<file path="src/rtl/holy_core_pkg.sv">
// Shared types and constants for the debug-host AXI-Lite bridge.
package holy_core_pkg;

   typedef enum logic [2:0] {
      HOST_IDLE,
      HOST_ADDR,
      HOST_DATA,
      AXI_AW_W,
      AXI_B,
      AXI_AR,
      AXI_R,
      HOST_TX
   } axi_state_host_t;

   localparam logic [7:0] HOST_OP_WRITE   = 8'h01;
   localparam logic [7:0] HOST_OP_READ    = 8'h02;
   localparam logic [7:0] HOST_RESP_BADOP = 8'hFF;

endpackage

</file>
<file path="src/rtl/axi_lite_if.sv">
// AXI-Lite bundle with master and slave views.
interface axi_lite_if #(
   parameter int ADDR_WIDTH = 32,
   parameter int DATA_WIDTH = 32
);
   logic [ADDR_WIDTH-1:0]   awaddr;
   logic [2:0]              awprot;
   logic                    awvalid;
   logic                    awready;
   logic [DATA_WIDTH-1:0]   wdata;
   logic [DATA_WIDTH/8-1:0] wstrb;
   logic                    wvalid;
   logic                    wready;
   logic [1:0]              bresp;
   logic                    bvalid;
   logic                    bready;
   logic [ADDR_WIDTH-1:0]   araddr;
   logic [2:0]              arprot;
   logic                    arvalid;
   logic                    arready;
   logic [DATA_WIDTH-1:0]   rdata;
   logic [1:0]              rresp;
   logic                    rvalid;
   logic                    rready;

   modport master (
      output awaddr, awprot, awvalid, input awready,
      output wdata, wstrb, wvalid, input wready,
      input bresp, bvalid, output bready,
      output araddr, arprot, arvalid, input arready,
      input rdata, rresp, rvalid, output rready
   );

   modport slave (
      input awaddr, awprot, awvalid, output awready,
      input wdata, wstrb, wvalid, output wready,
      output bresp, bvalid, input bready,
      input araddr, arprot, arvalid, output arready,
      output rdata, rresp, rvalid, input rready
   );
endinterface

</file>
<file path="src/rtl/dm_host_axi_lite_master.sv">
// Parses host byte commands into single AXI-Lite reads/writes and streams the response back.
// Handshakes: a beat moves on every clock edge where valid && ready; valids never depend on readies.
module dm_host_axi_lite_master
   import holy_core_pkg::*;
#(
   parameter int AXI_ADDR_WIDTH = 32,
   parameter int AXI_DATA_WIDTH = 32
) (
   input  logic            clk,
   input  logic            rst,
   input  logic [7:0]      rx_data_i,
   input  logic            rx_valid_i,
   output logic            rx_ready_o,
   output logic [7:0]      tx_data_o,
   output logic            tx_valid_o,
   input  logic            tx_ready_i,
   axi_lite_if.master      m_axi_lite,
   output axi_state_host_t dbg_state_o
);

   axi_state_host_t state_q;
   logic [1:0]  byte_cnt_q;
   logic [2:0]  tx_idx_q;
   logic [2:0]  tx_last_q;
   logic        is_write_q;
   logic [31:0] addr_q;
   logic [31:0] data_q;
   logic [39:0] tx_buf_q;
   logic        awvalid_q, wvalid_q, arvalid_q, bready_q, rready_q;
   logic        tx_valid_q, rx_ready_q;
   logic        rx_fire;

   assign rx_fire = rx_valid_i && rx_ready_q;

   always_ff @(posedge clk) begin
      if (rst) begin
         state_q    <= HOST_IDLE;
         byte_cnt_q <= '0;
         tx_idx_q   <= '0;
         tx_last_q  <= '0;
         is_write_q <= 1'b0;
         addr_q     <= '0;
         data_q     <= '0;
         tx_buf_q   <= '0;
         awvalid_q  <= 1'b0;
         wvalid_q   <= 1'b0;
         arvalid_q  <= 1'b0;
         bready_q   <= 1'b0;
         rready_q   <= 1'b0;
         tx_valid_q <= 1'b0;
         rx_ready_q <= 1'b1;
      end else begin
         case (state_q)
            HOST_IDLE: if (rx_fire) begin
               byte_cnt_q <= '0;
               if (rx_data_i == HOST_OP_WRITE || rx_data_i == HOST_OP_READ) begin
                  is_write_q <= (rx_data_i == HOST_OP_WRITE);
                  state_q    <= HOST_ADDR;
               end else begin
                  tx_buf_q   <= {32'h0, HOST_RESP_BADOP};
                  tx_idx_q   <= '0;
                  tx_last_q  <= 3'd0;
                  tx_valid_q <= 1'b1;
                  rx_ready_q <= 1'b0;
                  state_q    <= HOST_TX;
               end
            end
            HOST_ADDR: if (rx_fire) begin
               // LSB arrives first, so bytes enter at the top and shift down.
               addr_q     <= {rx_data_i, addr_q[31:8]};
               byte_cnt_q <= byte_cnt_q + 2'd1;
               if (byte_cnt_q == 2'd3) begin
                  byte_cnt_q <= '0;
                  if (is_write_q) begin
                     state_q <= HOST_DATA;
                  end else begin
                     arvalid_q  <= 1'b1;
                     rx_ready_q <= 1'b0;
                     state_q    <= AXI_AR;
                  end
               end
            end
            HOST_DATA: if (rx_fire) begin
               data_q     <= {rx_data_i, data_q[31:8]};
               byte_cnt_q <= byte_cnt_q + 2'd1;
               if (byte_cnt_q == 2'd3) begin
                  byte_cnt_q <= '0;
                  awvalid_q  <= 1'b1;
                  wvalid_q   <= 1'b1;
                  rx_ready_q <= 1'b0;
                  state_q    <= AXI_AW_W;
               end
            end
            AXI_AW_W: begin
               // AW and W retire independently; move on once neither is pending.
               awvalid_q <= awvalid_q && !m_axi_lite.awready;
               wvalid_q  <= wvalid_q && !m_axi_lite.wready;
               if ((!awvalid_q || m_axi_lite.awready) && (!wvalid_q || m_axi_lite.wready)) begin
                  bready_q <= 1'b1;
                  state_q  <= AXI_B;
               end
            end
            AXI_B: if (m_axi_lite.bvalid) begin
               bready_q   <= 1'b0;
               tx_buf_q   <= {32'h0, 6'b0, m_axi_lite.bresp};
               tx_idx_q   <= '0;
               tx_last_q  <= 3'd0;
               tx_valid_q <= 1'b1;
               state_q    <= HOST_TX;
            end
            AXI_AR: if (m_axi_lite.arready) begin
               arvalid_q <= 1'b0;
               rready_q  <= 1'b1;
               state_q   <= AXI_R;
            end
            AXI_R: if (m_axi_lite.rvalid) begin
               rready_q   <= 1'b0;
               tx_buf_q   <= {m_axi_lite.rdata[31:0], 6'b0, m_axi_lite.rresp};
               tx_idx_q   <= '0;
               tx_last_q  <= 3'd4;
               tx_valid_q <= 1'b1;
               state_q    <= HOST_TX;
            end
            HOST_TX: if (tx_ready_i) begin
               tx_buf_q <= tx_buf_q >> 8;
               tx_idx_q <= tx_idx_q + 3'd1;
               if (tx_idx_q == tx_last_q) begin
                  tx_idx_q   <= '0;
                  tx_valid_q <= 1'b0;
                  rx_ready_q <= 1'b1;
                  state_q    <= HOST_IDLE;
               end
            end
            default: state_q <= HOST_IDLE;
         endcase
      end
   end

   assign rx_ready_o  = rx_ready_q;
   assign tx_valid_o  = tx_valid_q;
   assign tx_data_o   = tx_buf_q[7:0];
   assign dbg_state_o = state_q;

   assign m_axi_lite.awaddr  = AXI_ADDR_WIDTH'(addr_q);
   assign m_axi_lite.awprot  = 3'b000;
   assign m_axi_lite.awvalid = awvalid_q;
   assign m_axi_lite.wdata   = AXI_DATA_WIDTH'(data_q);
   assign m_axi_lite.wstrb   = '1;
   assign m_axi_lite.wvalid  = wvalid_q;
   assign m_axi_lite.bready  = bready_q;
   assign m_axi_lite.araddr  = AXI_ADDR_WIDTH'(addr_q);
   assign m_axi_lite.arprot  = 3'b000;
   assign m_axi_lite.arvalid = arvalid_q;
   assign m_axi_lite.rready  = rready_q;

endmodule

</file>
<file path="src/flat_wrapper.sv">
// flat-port wrapper written by rule: the top's interface ports become plain ports
module dm_host_axi_lite_master_flat import holy_core_pkg::*;
#(
   parameter int AXI_ADDR_WIDTH = 32,
   parameter int AXI_DATA_WIDTH = 32
)
  (clk, rst, rx_data_i, rx_valid_i, rx_ready_o, tx_data_o, tx_valid_o, tx_ready_i, dbg_state_o, m_axi_lite_awaddr, m_axi_lite_awprot, m_axi_lite_awvalid, m_axi_lite_awready, m_axi_lite_wdata, m_axi_lite_wstrb, m_axi_lite_wvalid, m_axi_lite_wready, m_axi_lite_bresp, m_axi_lite_bvalid, m_axi_lite_bready, m_axi_lite_araddr, m_axi_lite_arprot, m_axi_lite_arvalid, m_axi_lite_arready, m_axi_lite_rdata, m_axi_lite_rresp, m_axi_lite_rvalid, m_axi_lite_rready);
  axi_lite_if #(.ADDR_WIDTH(32), .DATA_WIDTH(32)) m_axi_lite_i ();
  input  logic clk;
  input  logic rst;
  input  logic [7:0] rx_data_i;
  input  logic rx_valid_i;
  output logic rx_ready_o;
  output logic [7:0] tx_data_o;
  output logic tx_valid_o;
  input  logic tx_ready_i;
  output axi_state_host_t dbg_state_o;
  output wire logic [$bits(m_axi_lite_i.awaddr)-1:0] m_axi_lite_awaddr;
  output wire logic [$bits(m_axi_lite_i.awprot)-1:0] m_axi_lite_awprot;
  output wire logic [$bits(m_axi_lite_i.awvalid)-1:0] m_axi_lite_awvalid;
  input wire logic [$bits(m_axi_lite_i.awready)-1:0] m_axi_lite_awready;
  output wire logic [$bits(m_axi_lite_i.wdata)-1:0] m_axi_lite_wdata;
  output wire logic [$bits(m_axi_lite_i.wstrb)-1:0] m_axi_lite_wstrb;
  output wire logic [$bits(m_axi_lite_i.wvalid)-1:0] m_axi_lite_wvalid;
  input wire logic [$bits(m_axi_lite_i.wready)-1:0] m_axi_lite_wready;
  input wire logic [$bits(m_axi_lite_i.bresp)-1:0] m_axi_lite_bresp;
  input wire logic [$bits(m_axi_lite_i.bvalid)-1:0] m_axi_lite_bvalid;
  output wire logic [$bits(m_axi_lite_i.bready)-1:0] m_axi_lite_bready;
  output wire logic [$bits(m_axi_lite_i.araddr)-1:0] m_axi_lite_araddr;
  output wire logic [$bits(m_axi_lite_i.arprot)-1:0] m_axi_lite_arprot;
  output wire logic [$bits(m_axi_lite_i.arvalid)-1:0] m_axi_lite_arvalid;
  input wire logic [$bits(m_axi_lite_i.arready)-1:0] m_axi_lite_arready;
  input wire logic [$bits(m_axi_lite_i.rdata)-1:0] m_axi_lite_rdata;
  input wire logic [$bits(m_axi_lite_i.rresp)-1:0] m_axi_lite_rresp;
  input wire logic [$bits(m_axi_lite_i.rvalid)-1:0] m_axi_lite_rvalid;
  output wire logic [$bits(m_axi_lite_i.rready)-1:0] m_axi_lite_rready;
  assign m_axi_lite_awaddr = m_axi_lite_i.awaddr;
  assign m_axi_lite_awprot = m_axi_lite_i.awprot;
  assign m_axi_lite_awvalid = m_axi_lite_i.awvalid;
  assign m_axi_lite_i.awready = m_axi_lite_awready;
  assign m_axi_lite_wdata = m_axi_lite_i.wdata;
  assign m_axi_lite_wstrb = m_axi_lite_i.wstrb;
  assign m_axi_lite_wvalid = m_axi_lite_i.wvalid;
  assign m_axi_lite_i.wready = m_axi_lite_wready;
  assign m_axi_lite_i.bresp = m_axi_lite_bresp;
  assign m_axi_lite_i.bvalid = m_axi_lite_bvalid;
  assign m_axi_lite_bready = m_axi_lite_i.bready;
  assign m_axi_lite_araddr = m_axi_lite_i.araddr;
  assign m_axi_lite_arprot = m_axi_lite_i.arprot;
  assign m_axi_lite_arvalid = m_axi_lite_i.arvalid;
  assign m_axi_lite_i.arready = m_axi_lite_arready;
  assign m_axi_lite_i.rdata = m_axi_lite_rdata;
  assign m_axi_lite_i.rresp = m_axi_lite_rresp;
  assign m_axi_lite_i.rvalid = m_axi_lite_rvalid;
  assign m_axi_lite_rready = m_axi_lite_i.rready;
  dm_host_axi_lite_master #(.AXI_ADDR_WIDTH(AXI_ADDR_WIDTH), .AXI_DATA_WIDTH(AXI_DATA_WIDTH)) u_core (.clk(clk), .rst(rst), .rx_data_i(rx_data_i), .rx_valid_i(rx_valid_i), .rx_ready_o(rx_ready_o), .tx_data_o(tx_data_o), .tx_valid_o(tx_valid_o), .tx_ready_i(tx_ready_i), .m_axi_lite(m_axi_lite_i), .dbg_state_o(dbg_state_o));
endmodule
</file>
<file path="config.mk">
export PLATFORM = sky130hd
export DESIGN_NAME = dm_host_axi_lite_master_flat
export DESIGN_NICKNAME = d
export VERILOG_FILES = /design/src/rtl/holy_core_pkg.sv /design/src/rtl/axi_lite_if.sv /design/src/rtl/dm_host_axi_lite_master.sv /design/src/flat_wrapper.sv
export SDC_FILE = /design/constraint.sdc
export NUM_CORES = 1
export LEC_CHECK = 0
export CAP_MARGIN = 20
export CORE_ASPECT_RATIO = 1.25
export CORE_MARGIN = 1.5
export CORE_UTILIZATION = 30
export CTS_CLUSTER_DIAMETER = 120
export DETAILED_ROUTE_END_ITERATION = 10
export GPL_TIMING_DRIVEN = 0
export SYNTH_ARGS = -nofsm -noshare
export SYNTH_HDL_FRONTEND = slang
export SYNTH_SLANG_ARGS = --single-unit
</file>
<file path="constraint.sdc">
create_clock -name clk -period 2.6 [get_ports clk]
set_clock_uncertainty 0.05 [all_clocks]
set_input_delay 0.26 -clock clk [delete_from_list [all_inputs] [get_ports clk]]
set_output_delay 0.26 -clock clk [all_outputs]
set_load 0.03 [all_outputs]
</file>
==> results.yml, run 1 <==
synth:
  netlist.area_leader.share: 0.449
  synth_flop_cell: "dfxtp_1"
  synth_top_cell_by_area: "dfxtp_1"
  syn_inst: 679
  synth-edff-count: 0
  ys_types: 45
  syn_area_mm2: 0.00540
  ys_seq_area_frac: 0.449
  yosysWarnings: 0
  ys_ff_latch: 121
  async_flop_share: 0
  syn_avg_cell_area_um2: 7.95
  netlist_top_cells_area: "dfxtp_1 45%, nand2_1 12%, a21oi_1 7.8%"
critical_path:
  arrival_ns: 2.57
  crit_path_start_kind: "flop"
  critPathKind: "flop to flop"
  reg2reg_to: "u_core.tx_buf_q[9]"
  endpoint: "u_core.tx_buf_q[9]"
  rrSetupSlack_ns: 0.26
  cp_max_fo: 10
  crit_start: "u_core.dbg_state_o[2]"
  worstReg2RegStart: "u_core.dbg_state_o[2]"
  rr_worst_depth: 6
  critPathRequiredTime_ns: 2.83
  cp-end-kind: "flop"
sta:
  rsz0062_at_grt: "false"
  fin_crit_sh: 0.899
  fmax_mhz: 428
  setup_slack_ns: 0.262
  finalSetupViolCount: 0
  fin_crit_ns: 2.34
  worst_pin_slew_ns: 0.707
  finalMaxSlewViolations: 0
  hold_viol_final: 0
  max_slew_margin: 0.524
final_layout:
  drive_gt1_frac: 0.135
  final_cell_mix: "168 x nand2_1, 165 x clkdlybuf4s50_1, 121 x dfxtp_1"
  n_fill_cell: 1839
  final_nets: 927
  stdcell_area_mm2: 0.00788
  area_growth_pct: 46.1
  final_common_cell: "nand2_1"
  num_antenna_cells: 0
global_routing:
  grt_pass1_vias: 4766
  track_usage: 0.174
  antenna_found_initial: 0
  grt_max_degree: 17
  gr-usage-met2: 0.297
  top_usage_layer: "met2"
  grt_first_pass_wirelength_mm: 25.3
  grtUsageMet3: 0.0455
  use_met1: 0.212
  overflow: 0
route:
  final_antenna_net_count: 0
  drcViolationCount: 0
  drtPass1Iterations: 5
  vias_per_cell: 4.68
  vias: 5189
  finalWirelength_mm: 16.3
  first_iter_violations: 268
  wl_per_cell_um: 14.7
placed_design:
  io_buffer_count: 165
  dp_hpwl_mm: 12.4
  dpl_worst_slack_ns: -0.0687
  routabilityCongestion: 0.908
  dpl_cell_area_mm2: 0.00736
power:
  ir_drop_mv: 0.472
  p_leak_nw: 2.85
  power.density_mw_per_mm2: 825
clock_network:
  numCtsBuffers: 17
  cts_buffer_depth: 2
  path_clk_slew_ns: 0.05
  cts.sinks: 121
  h-tree-depth: 4
  ctsHoldBuffers: 0
  cts_tree: "built"
  clkLatencyLatePin_ns: 0.42
  cts-root-buf: "clkbuf_16"
floorplanning:
  die_w_um: 123
  num_io_pins: 177
  initial_core_util: 0.307
  row_count: 54
  fp.dieArea_mm2: 0.0188
  dieHeight_um: 153
  core_area_mm2: 0.0176
run_status:
  status: "complete, no violations"
run:
  cap_violations: 0
hold_path:
  hold_path_class: "flop to flop"
[per-stage QoR]
stage          power [mW]  hold WS [ns]  setup TNS, ns  std cells   util
2_1_floorplan        3.67         0.346              0        687      -
3_3_place_gp         4.46         0.388          -1.26       1076  0.419
3_5_place_dp         4.46         0.390         -0.943       1076  0.419
4_1_cts              6.56         0.398              0       1108  0.449
5_1_grt              6.84         0.412              0       1108  0.449
6_report             6.51         0.394              0       1108  0.449
[power by group]
group / switching [mW] / total (mW) / internal, mW
clock: 0.857 / 2.09 / 1.23
combinational: 1.40 / 2.28 / 0.886
sequential: 0.118 / 2.13 / 2.01
total: 2.37 / 6.51 / 4.13
[worst min-delay path by stage]
stage | start | to | slack (ns) | cells after the start
final | u_core.tx_buf_q[29] | u_core.tx_buf_q[29] | 0.39 | 2
after global routing | u_core.tx_buf_q[27] | u_core.tx_buf_q[27] | 0.41 | 2
after CTS | rst | u_core.rx_ready_o | 0.40 | 3
after detailed placement | u_core.tx_buf_q[30] | u_core.tx_buf_q[30] | 0.39 | 2
after global placement | u_core.tx_buf_q[29] | u_core.tx_buf_q[29] | 0.39 | 2
after floorplan | rx_data_i[0] | u_core.m_axi_lite.araddr[24] | 0.35 | 2
[sequential cells by signal (all words and copies together), names as in the netlist, 2 cells and up]
register                  count
u_core.byte_cnt_q             2
u_core.tx_buf_q              40
u_core.m_axi_lite.wdata      32
u_core.m_axi_lite.araddr     32
u_core.tx_idx_q               3
u_core.dbg_state_o            3
[Yosys cell counts, drive strengths merged (4+ instances only)]
master	count
nand2	168
dfxtp	121
a21oi	84
buf	63
o21ai	39
nand3	38
clkbuf	33
mux2	24
nor2	19
nor3	13
and3	10
inv	10
a31o	9
a31oi	5
mux2i	4
[what timing repair did]
action                                  CTS  global route
resized for setup                         0             2
setup buffers                             0             0
endpoints found under the setup margin    0             2
endpoints found under the hold margin     0             0
[per-layer routing]
layer  wire, um  vias up
met2       8030      183
met1       7000     2350
met4        180        0
met5          0        -
li1           -     2639
met3       1050       17
[worst max-delay path, stage by stage, from the launching register on]
cell and delay [ns]:
dfxtp_1 0.39, clkbuf_1 0.38, nand2_1 0.21, o22ai_1 0.36, o21a_2 0.26, clkbuf_1 0.36
o21ai_0 0.17
[layout make-up]
type	instances	area [um^2]	area share
clock inverters	12	77.6	0.00984
inverters	11	41.3	0.00524
repair buffers	165	1650	0.209
flip-flops and latches	121	2420	0.307
plain buffers	96	566	0.0717
clock buffers	20	447	0.0567
well taps	224	280	0.0355
multi-input cells	459	2400	0.304
[logic make-up after synthesis]
logic type,after synthesis,share of synthesized area
adder cells (fa/ha/maj),3,0.00696
other,2,0.00139
XOR/XNOR,2,0.00325
multiplexers,28,0.0575
AO/OA/AOI/OAI,154,0.163
AND/OR/NAND/NOR,262,0.207
buffers and inverters,107,0.112
flip-flops,121,0.449
No activity file was read; power rests on OpenSTA's default activity.
==> run 2, diff against run 1 <==
- CTS_CLUSTER_DIAMETER: 120 -> 50
- CTS_CLUSTER_SIZE: not set -> 16
==> results of run 2 <==
No change in the layout: final DEF, timing and power equal those of run 1.
